File: src/rtl/ex_operand_stage.sv
// rtl/ex_operand_stage.sv - ID/EX pipeline register with ALU control decode, forwarding and operand select
module ex_operand_stage #(
    parameter int DATA_W = 32,
    parameter int REG_AW = 5
) (
    input  logic              clk,
    input  logic              rst_n,
    input  logic              stall,
    input  logic              flush,
    input  logic              id_valid,
    input  logic [5:0]        id_opcode,
    input  logic [5:0]        id_funct,
    input  logic [1:0]        id_alu_op,
    input  logic              id_alu_src,
    input  logic              id_reg_write,
    input  logic              id_mem_read,
    input  logic              id_mem_write,
    input  logic [REG_AW-1:0] id_rs,
    input  logic [REG_AW-1:0] id_rt,
    input  logic [REG_AW-1:0] id_dest,
    input  logic [DATA_W-1:0] id_rs_data,
    input  logic [DATA_W-1:0] id_rt_data,
    input  logic [15:0]       id_imm,
    input  logic              exm_reg_write,
    input  logic [REG_AW-1:0] exm_dest,
    input  logic [DATA_W-1:0] exm_result,
    input  logic              mwb_reg_write,
    input  logic [REG_AW-1:0] mwb_dest,
    input  logic [DATA_W-1:0] mwb_result,
    output logic [3:0]        ex_alu_ctl,
    output logic [DATA_W-1:0] ex_a,
    output logic [DATA_W-1:0] ex_b,
    output logic [DATA_W-1:0] ex_store_data,
    output logic [REG_AW-1:0] ex_dest,
    output logic              ex_reg_write,
    output logic              ex_mem_read,
    output logic              ex_mem_write,
    output logic              ex_valid,
    output logic              ex_illegal,
    output logic              load_use_hazard
);

    typedef struct packed {
        logic              valid;
        logic [3:0]        alu_ctl;
        logic              alu_src;
        logic              reg_write;
        logic              mem_read;
        logic              mem_write;
        logic              illegal;
        logic [REG_AW-1:0] rs;
        logic [REG_AW-1:0] rt;
        logic [REG_AW-1:0] dest;
        logic [DATA_W-1:0] rs_data;
        logic [DATA_W-1:0] rt_data;
        logic [DATA_W-1:0] imm;
    } idex_t;

    idex_t idex_q;
    idex_t idex_d;

    logic [3:0] dec_ctl;
    logic       dec_illegal;
    logic       zero_ext;

    always_comb begin
        dec_ctl     = 4'b1111;
        dec_illegal = 1'b0;
        unique case (id_alu_op)
            2'b00: dec_ctl = 4'b0010;
            2'b01: dec_ctl = 4'b0110;
            2'b10: begin
                case (id_funct)
                    6'b100000: dec_ctl = 4'b0010;
                    6'b100010: dec_ctl = 4'b0110;
                    6'b100100: dec_ctl = 4'b0000;
                    6'b100101: dec_ctl = 4'b0001;
                    6'b101010: dec_ctl = 4'b0111;
                    6'b100111: dec_ctl = 4'b1100;
                    default:   dec_illegal = 1'b1;
                endcase
            end
            default: begin
                case (id_opcode)
                    6'b001000: dec_ctl = 4'b0010;
                    6'b001100: dec_ctl = 4'b0000;
                    6'b001101: dec_ctl = 4'b0001;
                    6'b001010: dec_ctl = 4'b0111;
                    default:   dec_illegal = 1'b1;
                endcase
            end
        endcase
    end

    // Logical immediates (andi/ori) zero-extend; everything else sign-extends.
    assign zero_ext = (id_alu_op == 2'b11) &&
                      ((id_opcode == 6'b001100) || (id_opcode == 6'b001101));

    always_comb begin
        idex_d           = '0;
        idex_d.valid     = id_valid;
        idex_d.alu_ctl   = dec_ctl;
        idex_d.alu_src   = id_alu_src;
        idex_d.reg_write = id_reg_write & id_valid & ~dec_illegal;
        idex_d.mem_read  = id_mem_read  & id_valid & ~dec_illegal;
        idex_d.mem_write = id_mem_write & id_valid & ~dec_illegal;
        idex_d.illegal   = dec_illegal  & id_valid;
        idex_d.rs        = id_rs;
        idex_d.rt        = id_rt;
        idex_d.dest      = id_dest;
        idex_d.rs_data   = id_rs_data;
        idex_d.rt_data   = id_rt_data;
        idex_d.imm       = zero_ext ? {{(DATA_W-16){1'b0}}, id_imm}
                                    : {{(DATA_W-16){id_imm[15]}}, id_imm};
    end

    always_ff @(posedge clk) begin
        if (!rst_n || flush) begin
            idex_q <= '0;
        end else if (!stall) begin
            idex_q <= idex_d;
        end
    end

    function automatic logic [DATA_W-1:0] fwd(input logic [REG_AW-1:0] r,
                                              input logic [DATA_W-1:0] rf_data);
        if (exm_reg_write && exm_dest != '0 && exm_dest == r)
            return exm_result;
        else if (mwb_reg_write && mwb_dest != '0 && mwb_dest == r)
            return mwb_result;
        else
            return rf_data;
    endfunction

    logic [DATA_W-1:0] fwd_rs;
    logic [DATA_W-1:0] fwd_rt;

    assign fwd_rs        = fwd(idex_q.rs, idex_q.rs_data);
    assign fwd_rt        = fwd(idex_q.rt, idex_q.rt_data);
    assign ex_a          = fwd_rs;
    assign ex_store_data = fwd_rt;
    assign ex_b          = idex_q.alu_src ? idex_q.imm : fwd_rt;

    assign ex_alu_ctl    = idex_q.alu_ctl;
    assign ex_dest       = idex_q.dest;
    assign ex_reg_write  = idex_q.reg_write;
    assign ex_mem_read   = idex_q.mem_read;
    assign ex_mem_write  = idex_q.mem_write;
    assign ex_valid      = idex_q.valid;
    assign ex_illegal    = idex_q.illegal;

    assign load_use_hazard = idex_q.valid && idex_q.mem_read && (idex_q.dest != '0) &&
                             id_valid && ((idex_q.dest == id_rs) || (idex_q.dest == id_rt));

endmodule

File: config.mk
export PLATFORM = sky130hd
export DESIGN_NAME = ex_operand_stage
export DESIGN_NICKNAME = d
export VERILOG_FILES = /design/src/rtl/ex_operand_stage.sv
export SDC_FILE = /design/constraint.sdc
export NUM_CORES = 1
export LEC_CHECK = 0
export ABC_CLOCK_PERIOD_IN_PS = 2800
export CORE_UTILIZATION = 30
export DETAILED_ROUTE_END_ITERATION = 10
export GPL_ROUTABILITY_DRIVEN = 0
export PLACE_DENSITY_LB_ADDON = 0.1
export SYNTH_ARGS = -nofsm -noshare
export SYNTH_HDL_FRONTEND = slang
export SYNTH_SLANG_ARGS = --single-unit
export TNS_END_PERCENT = 20
File: constraint.sdc
create_clock -name clk -period 2.8 [get_ports clk]
set_input_delay 0.56 -clock clk [delete_from_list [all_inputs] [get_ports clk]]
set_output_delay 0.56 -clock clk [all_outputs]
set_load 0.005 [all_outputs]
Word-level counts from Yosys, hierarchy flattened:

Index checks and enable logic that the tools add are counted.

* register bits: 121
* input bits: 194
* word-level logic and storage cells: 74

* eq/ne operators: 19
* multiplexer cells: 12
* bitwise gates (word level): 8
* reductions and logical operators: 22

Operators by type and width (count)
* 2-to-1 mux 32 bit: 6
* == test 6 bit, second input constant: 6
* == test 5 bit: 6
* == test 6 x 4 -> 1 bit, second input constant: 4
* one-hot mux 4 bit (6 select lines): 1
* one-hot mux 4 bit (4 select lines): 1
* nonzero test 5 bit: 3
* one-hot mux 4 bit (3 select lines): 1
* logical AND 1 bit: 11
* AND 1 bit: 7
* OR reduction 6 bit: 1
* == test 2 bit, second input constant: 2
* OR reduction 4 bit: 1
* logical OR 1 bit: 3
* == test 2 x 1 -> 1 bit, second input constant: 1
* zero test 2 bit: 1
* 2-to-1 mux 1 bit: 2
* one-hot mux 1 bit (2 select lines): 1
* OR reduction 2 bit: 1
* zero test 1 bit: 1
* inverter 1 bit: 1

Logic depth before layout (Yosys ltp):

Gate-level depths: netlist (run 1).

* word-level depth: 6
* mapped depth: 8
* gate-level depth less buffers: 5

Worst setup path after synthesis (run 1):

No wires, ideal clock.

* path kind: input -> output
* start point: input mwb_dest[1]
* end point: output ex_b[10]
* data arrival time: 2.197 ns
* path slack: 0.043 ns
* cell stages on the path: 8
* cells stage by stage: or4_1 > o21a_1 > buf_6 > and3_1 > buf_6 > buf_12 > mux2i_1 > a221oi_1

* cells in the longest elaborated chain, start to end: 6

Ends and longest elaborated chain
* start, declared: RTL line 28 `input logic [REG_AW-1:0] mwb_dest,`
* nonzero test 5 bit: RTL line 129 `else if (mwb_reg_write && mwb_dest != '0 && mwb_dest == r)`
* logical AND 1 bit: RTL line 129
* logical AND 1 bit *: RTL line 129
* 2-to-1 mux 32 bit *: RTL line 129
* 2-to-1 mux 32 bit *: RTL line 127 `if (exm_reg_write && exm_dest != '0 && exm_dest == r)`
* 2-to-1 mux 32 bit *: RTL line 142 `assign ex_b = idex_q.alu_src ? idex_q.imm : fwd_rt;`
* end, declared: RTL line 32 `output logic [DATA_W-1:0] ex_b,`

Mark *: on every way between the ends. The rest lies on a longest branch, timed or not.

Worst setup path in the final report (run 1):

* start point: input exm_dest[4]
* end point: output ex_b[13]

* cells in the longest elaborated chain, start to end: 5

Ends and longest elaborated chain
* start, declared: RTL line 25 `input logic [REG_AW-1:0] exm_dest,`
* nonzero test 5 bit: RTL line 127
* logical AND 1 bit: RTL line 127
* logical AND 1 bit *: RTL line 127
* 2-to-1 mux 32 bit *: RTL line 127
* 2-to-1 mux 32 bit *: RTL line 142

Marks and branches as above.

==> impl_results.md, run 1 <==
* Status: complete, but fails checks
* Violated checks: setup timing
* Setup slack at placement at -1176 ps
* VDD IR-drop max at roughly 260 µV
* Clock transition at path regs at ~70 ps
* Seq/Total Area, Yosys at between 30% and 40%
* Final wirelength at 25090 µm
* Total Routing Usage GR at 23.71%
* ANT cells at 0
* Syn_nets at 941
* Pins Over Slew Limit at 0
* Synthesized cell area at 0.006186 mm²
* CP top delay family: buffers and inverters
* # DRC at 0
* Cts bufs inserted at 9
* Clock root buffer: clkbuf_16
* Crit path arrival time at 2440 ps
* Pleak at approximately 0.0046 µW
* Die area at roughly 0.021 mm²
* Yosys warns at 0
* Dpl cell area at roughly 0.01 mm²
* Largest net degree at the start of global routing at 52
* Reg area at approximately 0.0021 mm²
* Crit-path max FO at 5
* Post-synth top area cell: dfxtp_1
* Capture point of the worst reg-to-reg path: idex_q[115]
* Synth unique cells at 41
* DRT iter0 DRCs at ~280
* Fmax at 333.4 MHz
* Top_reg_cell synth: dfxtp_1
* Wirelength per Cell at about 18 µm
* Vias in the first global route at 6789
* Clock sink count at approximately 110
* Top post-synthesis cells by count: nor2_1 (153), mux2i_1 (144), dfxtp_1 (106), nand2_1 (42)
* Die Y at between 100 and 150 µm
* Worst Hold End: ex_alu_ctl[2]
* Total gr overflow at 0
* CTS tree: done
* Hold Path Depth at 2
* Hold Vio Cnt, Final at 0
* Vias per cell at 4.905
* Pre-antenna DRT Iters at 4
* Antenna Nets Post-Route at 0
* Via count at 6734
* Worst Clk Skew at 0 ps
* First-pass GRT wire length at a little under 40000 µm
* Hold Buf Count CTS at 0
* DP HPWL at about 17000 µm
* Area Overhead vs Synth at 78.38%
* Footprint of the multi-input gates at between 0.004 and 0.005 mm²
* Minimum clock period at 2999 ps
* Die span in x at approximately 150 µm
* Power Dens Cells at about 350 mW/mm²
* RSZ-0062 raised after global routing: true
* Initial Utilization at approximately 31%
* Max Cap Viol at 0
* Post-synth top area share at ~34%
* Most frequent cell after synthesis: nor2_1
* Worst-Margin Slew at between 800 and 900 ps
* Post-Syn Area per Cell at approximately 8.3 µm²
* Initial antenna violation count at 0
* Reg-to-reg setup timing slack at 1620 ps
* Fillcell total at approximately 1900
* Fin nets at 1292
* Number of H-tree levels at 3
* Worst skew pair latency at around 350 ps
* Cell count after synthesis at approximately 750
* CP required at approximately 2200 ps
* Worst path cell trace: buf_6 > or4_4 > o21a_1 > buf_6 > nand3_4 > buf_12 > buf_12 > buf_16 > nor3_1 > a221oi_1 > buf_2
* Slowest library cell on the worst path: or4_4
* Setup CP Type: input pin to output port
* R2r worst-path depth at 3
* I/O Buffers at ~300
* Core area at ~0.020 mm²
* Endpoints failing setup at 86
* Synth Register Bits at roughly 110
* Clock buffer depth at 2
* Buf+Inv Stages, Crit Path at 6
* Final Cycle Share at 107.1%
* Top cells by area, synth: dfxtp_1 (34%), mux2i_1 (23%), nor2_1 (9.3%), a221oi_1 (4.5%), xor2_1 (3.3%)
* Number of top-level pins at about 300
* Post-route cell area at approximately 0.011 mm²
* Launching point of the worst reg2reg path: idex_q[115]
* Ys async rst share at 0%
* # rows at 52
* CP max stage delay at approximately 520 ps
* CP startpoint kind: input pin
* Rel. slew slack at between 40% and 50%
* HP Start: ex_alu_ctl[2]
* Post-route setup slack at -199.4 ps
* Fraction of layout cells with a size suffix above 1 at between 20% and 30%
* Number of synthesized flops with an enable pin at 0
* Tot Pwr at around 3800 µW
* Levels on crit path at 11
* Worst Hold Class: register to register
* Critical Path End Type: output port
* Setup TNS at -7803 ps
[per-layer routing]
| layer | vias up | track usage [%] | wire (µm) |
|---|---|---|---|
| met5 | - | 0 | 0 |
| met4 | 0 | 7.895 | 562 |
| met3 | 35 | 3.950 | 1317 |
| met2 | 227 | 40.50 | 12110 |
| met1 | 3148 | 30.25 | 11100 |
| li1 | 3324 | - | - |
[layout make-up]
cell class / instances / share of cell area, %
multi-input cells: 554 / 38.85
repair buffers: 407 / 35.53
clock buffers: 11 / 2.291
flip-flops and latches: 106 / 19.25
well taps: 270 / 3.062
inverters: 20 / 0.6804
clock inverters: 5 / 0.3402
[power breakdown]
part / switching (µW) / internal (µW) / total (µW)
clock network: 601 / 656 / 1260
logic: 393 / 564 / 956
registers: 37.4 / 1560 / 1590
[per-stage QoR]
step / instances / hold WS [ps] / util, %
floorplan: 747 / 441.4 / -
global placement: 1306 / 450.1 / 48.17
detailed placement: 1306 / 457.0 / 48.17
CTS: 1368 / 466.9 / 54.16
global route: 1373 / 488.8 / 54.53
finish: 1373 / 463.3 / 54.53
[sequential cells by signal, indices dropped and copies added (netlist names)]
| register | cells |
|---|---|
| idex_q | 92 |
| ex_dest | 5 |
| ex_alu_ctl | 4 |
| ex_illegal | 1 |
| ex_mem_read | 1 |
| ex_mem_write | 1 |
| ex_reg_write | 1 |
| ex_valid | 1 |
[worst min-delay path, delay by kind of cell (launching register included)]
kind | cells | cell delay [ps]
compound gates | 1 | 50
flops | 1 | 310
simple gates | 1 | 60
[repair_timing]
| action | 4_1_cts | 5_1_grt |
|---|---|---|
| cloned | 8 | 1 |
| endpoints found under the setup margin | 96 | 96 |
| pin swaps | 46 | 20 |
| setup buffers | 39 | 6 |
| resized for setup | 528 | 45 |
[layout by cell type, fill, tap and decap left out, types with 3 or more instances in the layout]
cell type        instances
xor2_1                  21
clkbuf_2                 5
clkdlybuf4s15_1          6
a221oi_2                23
buf_2                   82
a221oi_4                 7
buf_16                   7
clkdlybuf4s15_2          4
inv_1                   20
xnor2_1                  8
nor2b_1                  3
nor3_2                   7
clkdlybuf4s50_1        197
and3_1                  16
a21oi_2                  7
nor3_1                  16
mux2i_2                  4
o31ai_1                 10
a21oi_1                 21
nor2_1                 138
nand3_1                  3
nor2_2                  14
mux2i_4                 12
clkbuf_16               10
buf_12                  22
o31ai_2                  5
o21ai_1                 32
nand4_1                  3
dfxtp_1                104
nand2_1                 42
buf_6                   24
dlygate4sd2_1            5
buf_4                   50
mux2i_1                128
buf_8                    4
[kinds of logic after synthesis]
logic type,Yosys count,share of synthesized area (%)
and+or+nand+nor,259,18.12
muxes,144,23.30
AOI/OAI and AO/OA,120,12.84
DFF,106,34.30
buffers and inverters,87,7.039
xor gates and xnor gates,31,4.389
[how the worst max path moves through the flow]
stage	from	endpoint	slack, ps
floorplan	mwb_dest[1]	ex_b[10]	40
global placement	exm_dest[1]	ex_b[12]	-1130
detailed placement	exm_dest[1]	ex_b[12]	-1180
CTS	exm_dest[4]	ex_b[1]	-250
global route	exm_dest[4]	ex_b[20]	-250
finish	exm_dest[4]	ex_b[13]	-200
(Power assumes the default switching activity.)
==> run 2, diff against run 1 <==
CORE_UTILIZATION = 38   (was 30)
GPL_TIMING_DRIVEN = 0   (was default)
==> impl_results.md, run 2 (synthesis gave the netlist of run 1 again) <==
* Status: complete, but fails checks
* Violated checks: setup timing
* First-pass GRT wire length at 37510 µm (-3.5%)
* Rel. slew slack at 42.69% (-0.53 points)
* Minimum clock period at 3093 ps (+93.26 ps)
* Placed cell count at 1266 (-3.1%)
* Max Used Layer: met4
* Worst Clk Skew at 0 ps (unchanged)
* Fillcell total at 1388 (-26%)
* Pleak at 0.004539 µW (-2.0%)
* Initial antenna violation count at 0 (unchanged)
* Antenna Nets Post-Route at 0 (unchanged)
* I/O Buffers at 303 (-0.33%)
* DRT iter0 DRCs at 389 (+40%)
* Fin nets at 1302 (+0.77%)
* Wirelength per Cell at 19.20 µm (+5.1%)
* Final Cycle Share at 110.5% (+3.3 points)
* Wl on met1 at 9894 µm (-11%)
* Hold Buf Count CTS at 0 (unchanged)
* Setup slack at placement at -1352 ps (-175.3 ps)
* Hold Vio Cnt, Final at 0 (unchanged)
* Worst-Margin Slew at 859.6 ps (+10.04 ps)
* Crit path arrival time at 2530 ps (+90 ps)
* Pre-antenna DRT Iters at 5 (+1)
* ANT cells at 0 (unchanged)
* Largest net degree at the start of global routing at 16 (-69%)
* Clock transition at path regs at 60 ps (about the same)
* Pins Over Slew Limit at 0 (unchanged)
* Die area at 0.01679 mm² (-21%)
* Total gr overflow at 0 (unchanged)
* Number of flip-flops in the largest register at 92 (unchanged)
* Final wirelength at 25500 µm (+1.7%)
* Setup CP Type: input pin to output port
* Clock buffer depth at 2 (unchanged)
* Crit-path max FO at 7 (+2)
* CP startpoint kind: input pin
* Final Instance Count excl. Fillers at 1328 (-3.3%)
* Endpoints failing setup at 91 (+5.8%)
* Initial Utilization at 38.94% (+8.4 points)
* Number of top-level pins at 305 (unchanged)
* Dpl cell area at 0.009489 mm² (-2.6%)
* # rows at 46 (-12%)
* CTS tree: done
* Clock root buffer: clkbuf_16
* Worst Hold Class: register to register
* # DRC at 0 (unchanged)
* Largest Register: idex_q
* Critical Path End Type: output port
* Post-route cell area at 0.01070 mm² (-3.0%)
* Fmax at 323.3 MHz (-3.0%)
* VDD IR-drop max at 289.3 µV (+9.3%)
* Most frequent cells in the layout: clkdlybuf4s50_1 (196), nor2_1 (147), mux2i_1 (131)
* Vias in the first global route at 6797 (+0.12%)
* Met3 WL at 2024 µm (+54%)
* Max Cap Viol at 0 (unchanged)
* Die span in x at 129.6 µm (-11%)
* Total Routing Usage GR at 29.78% (+6.1 points)
* Via count at 6987 (+3.8%)
* Core area at 0.01589 mm² (-21%)
* Commonest non-fill, non-tap cell in the layout: clkdlybuf4s50_1
* RSZ-0062 raised after global routing: true
* Worst skew pair latency at 350 ps (about the same)
* Fraction of layout cells with a size suffix above 1 at 23.38% (-4.9 points)
* Power Dens Cells at 363.1 mW/mm² (+5.2%)
* Number of H-tree levels at 3 (unchanged)
* CP required at 2240 ps (about the same)
* Clock sink count at 106 (unchanged)
* Die Y at 129.6 µm (-11%)
* Area Overhead vs Synth at 72.94%
* DP HPWL at 18230 µm (+10%)
* Vias per cell at 5.261 (+7.3%)
* Reg-to-reg setup timing slack at 1070 ps (-550 ps)
* Post-route setup slack at -292.7 ps (-93.26 ps)
* Met2 WL at 12840 µm (+6.1%)
* Cts bufs inserted at 9 (unchanged)
-- run 2: cell count changes in the layout (fill, tap and decap cells not counted), sizes merged --
cell / delta
inv: -1
bufinv: +1
clkbuf: +37
dlygate4sd2: +8
clkdlybuf4s15: -4
dlymetal6s2s: +2
buf: -30
clkinvlp: -2
clkdlybuf4s50: -1
clkinv: -1
-- run 2: timing repair --
| item | CTS | global route |
|---|---|---|
| resized for setup | 494 | 77 |
| buffers inserted | 37 | 11 |
| setup endpoints to repair | 96 | 97 |
| cloned | 3 | 0 |
| pin swaps | 67 | 25 |
-- run 2: path summary, 6_finish.rpt --
kind / start / to / depth (start not counted)
setup / recovery: mwb_dest[4] / ex_b[6] / 9
hold / removal: ex_alu_ctl[1] / ex_alu_ctl[1] / 2
setup reg to reg: idex_q[115] / idex_q[115] / 5
hold reg to reg: ex_alu_ctl[1] / ex_alu_ctl[1] / 2
-- run 2: per-layer routing --
layer | vias to the layer above | global-route usage [%]
li1 | 3345 | -
met1 | 3304 | 34.44
met2 | 290 | 52.34
met3 | 48 | 6.854
met4 | 0 | 13.13
met5 | - | 0
-- run 2: final cells by class --
class / count / area (µm²) / area share, %
multi-input combinational: 554 / 4288 / 40.08
timing repair buffer: 353 / 3144 / 29.39
sequential: 106 / 2122 / 19.84
buffer: 64 / 493.0 / 4.608
clock buffer: 13 / 270.3 / 2.526
tap: 216 / 270.3 / 2.526
inverter: 20 / 75.07 / 0.7018
clock inverter: 2 / 35.03 / 0.3275
-- run 2: critical path, cell delays in order --
cell and delay (ps):
buf_8 100, or4_4 520, o21a_1 200, buf_6 130
and3_4 210, buf_12 170, mux2i_4 200, a221oi_4 280
buf_2 170
-- run 2: stage by stage --
step	TNS [ps]	util [%]	total power [µW]	hold WS, ps
after floorplan	0	-	1950	441.4
after global placement	-113900	59.74	2510	450.8
after detailed placement	-111830	59.74	2513	454.5
after CTS	-16770	66.21	3870	464.9
after global routing	-19340	67.34	4044	493.9
final	-14310	67.34	3884	464.6
-- run 2: report_power, final --
part | leakage, µW | switching, µW | internal, µW
registers | 0.000864 | 39.7 | 1560
clock network | 0.000152 | 565 | 762
logic | 0.00352 | 413 | 549
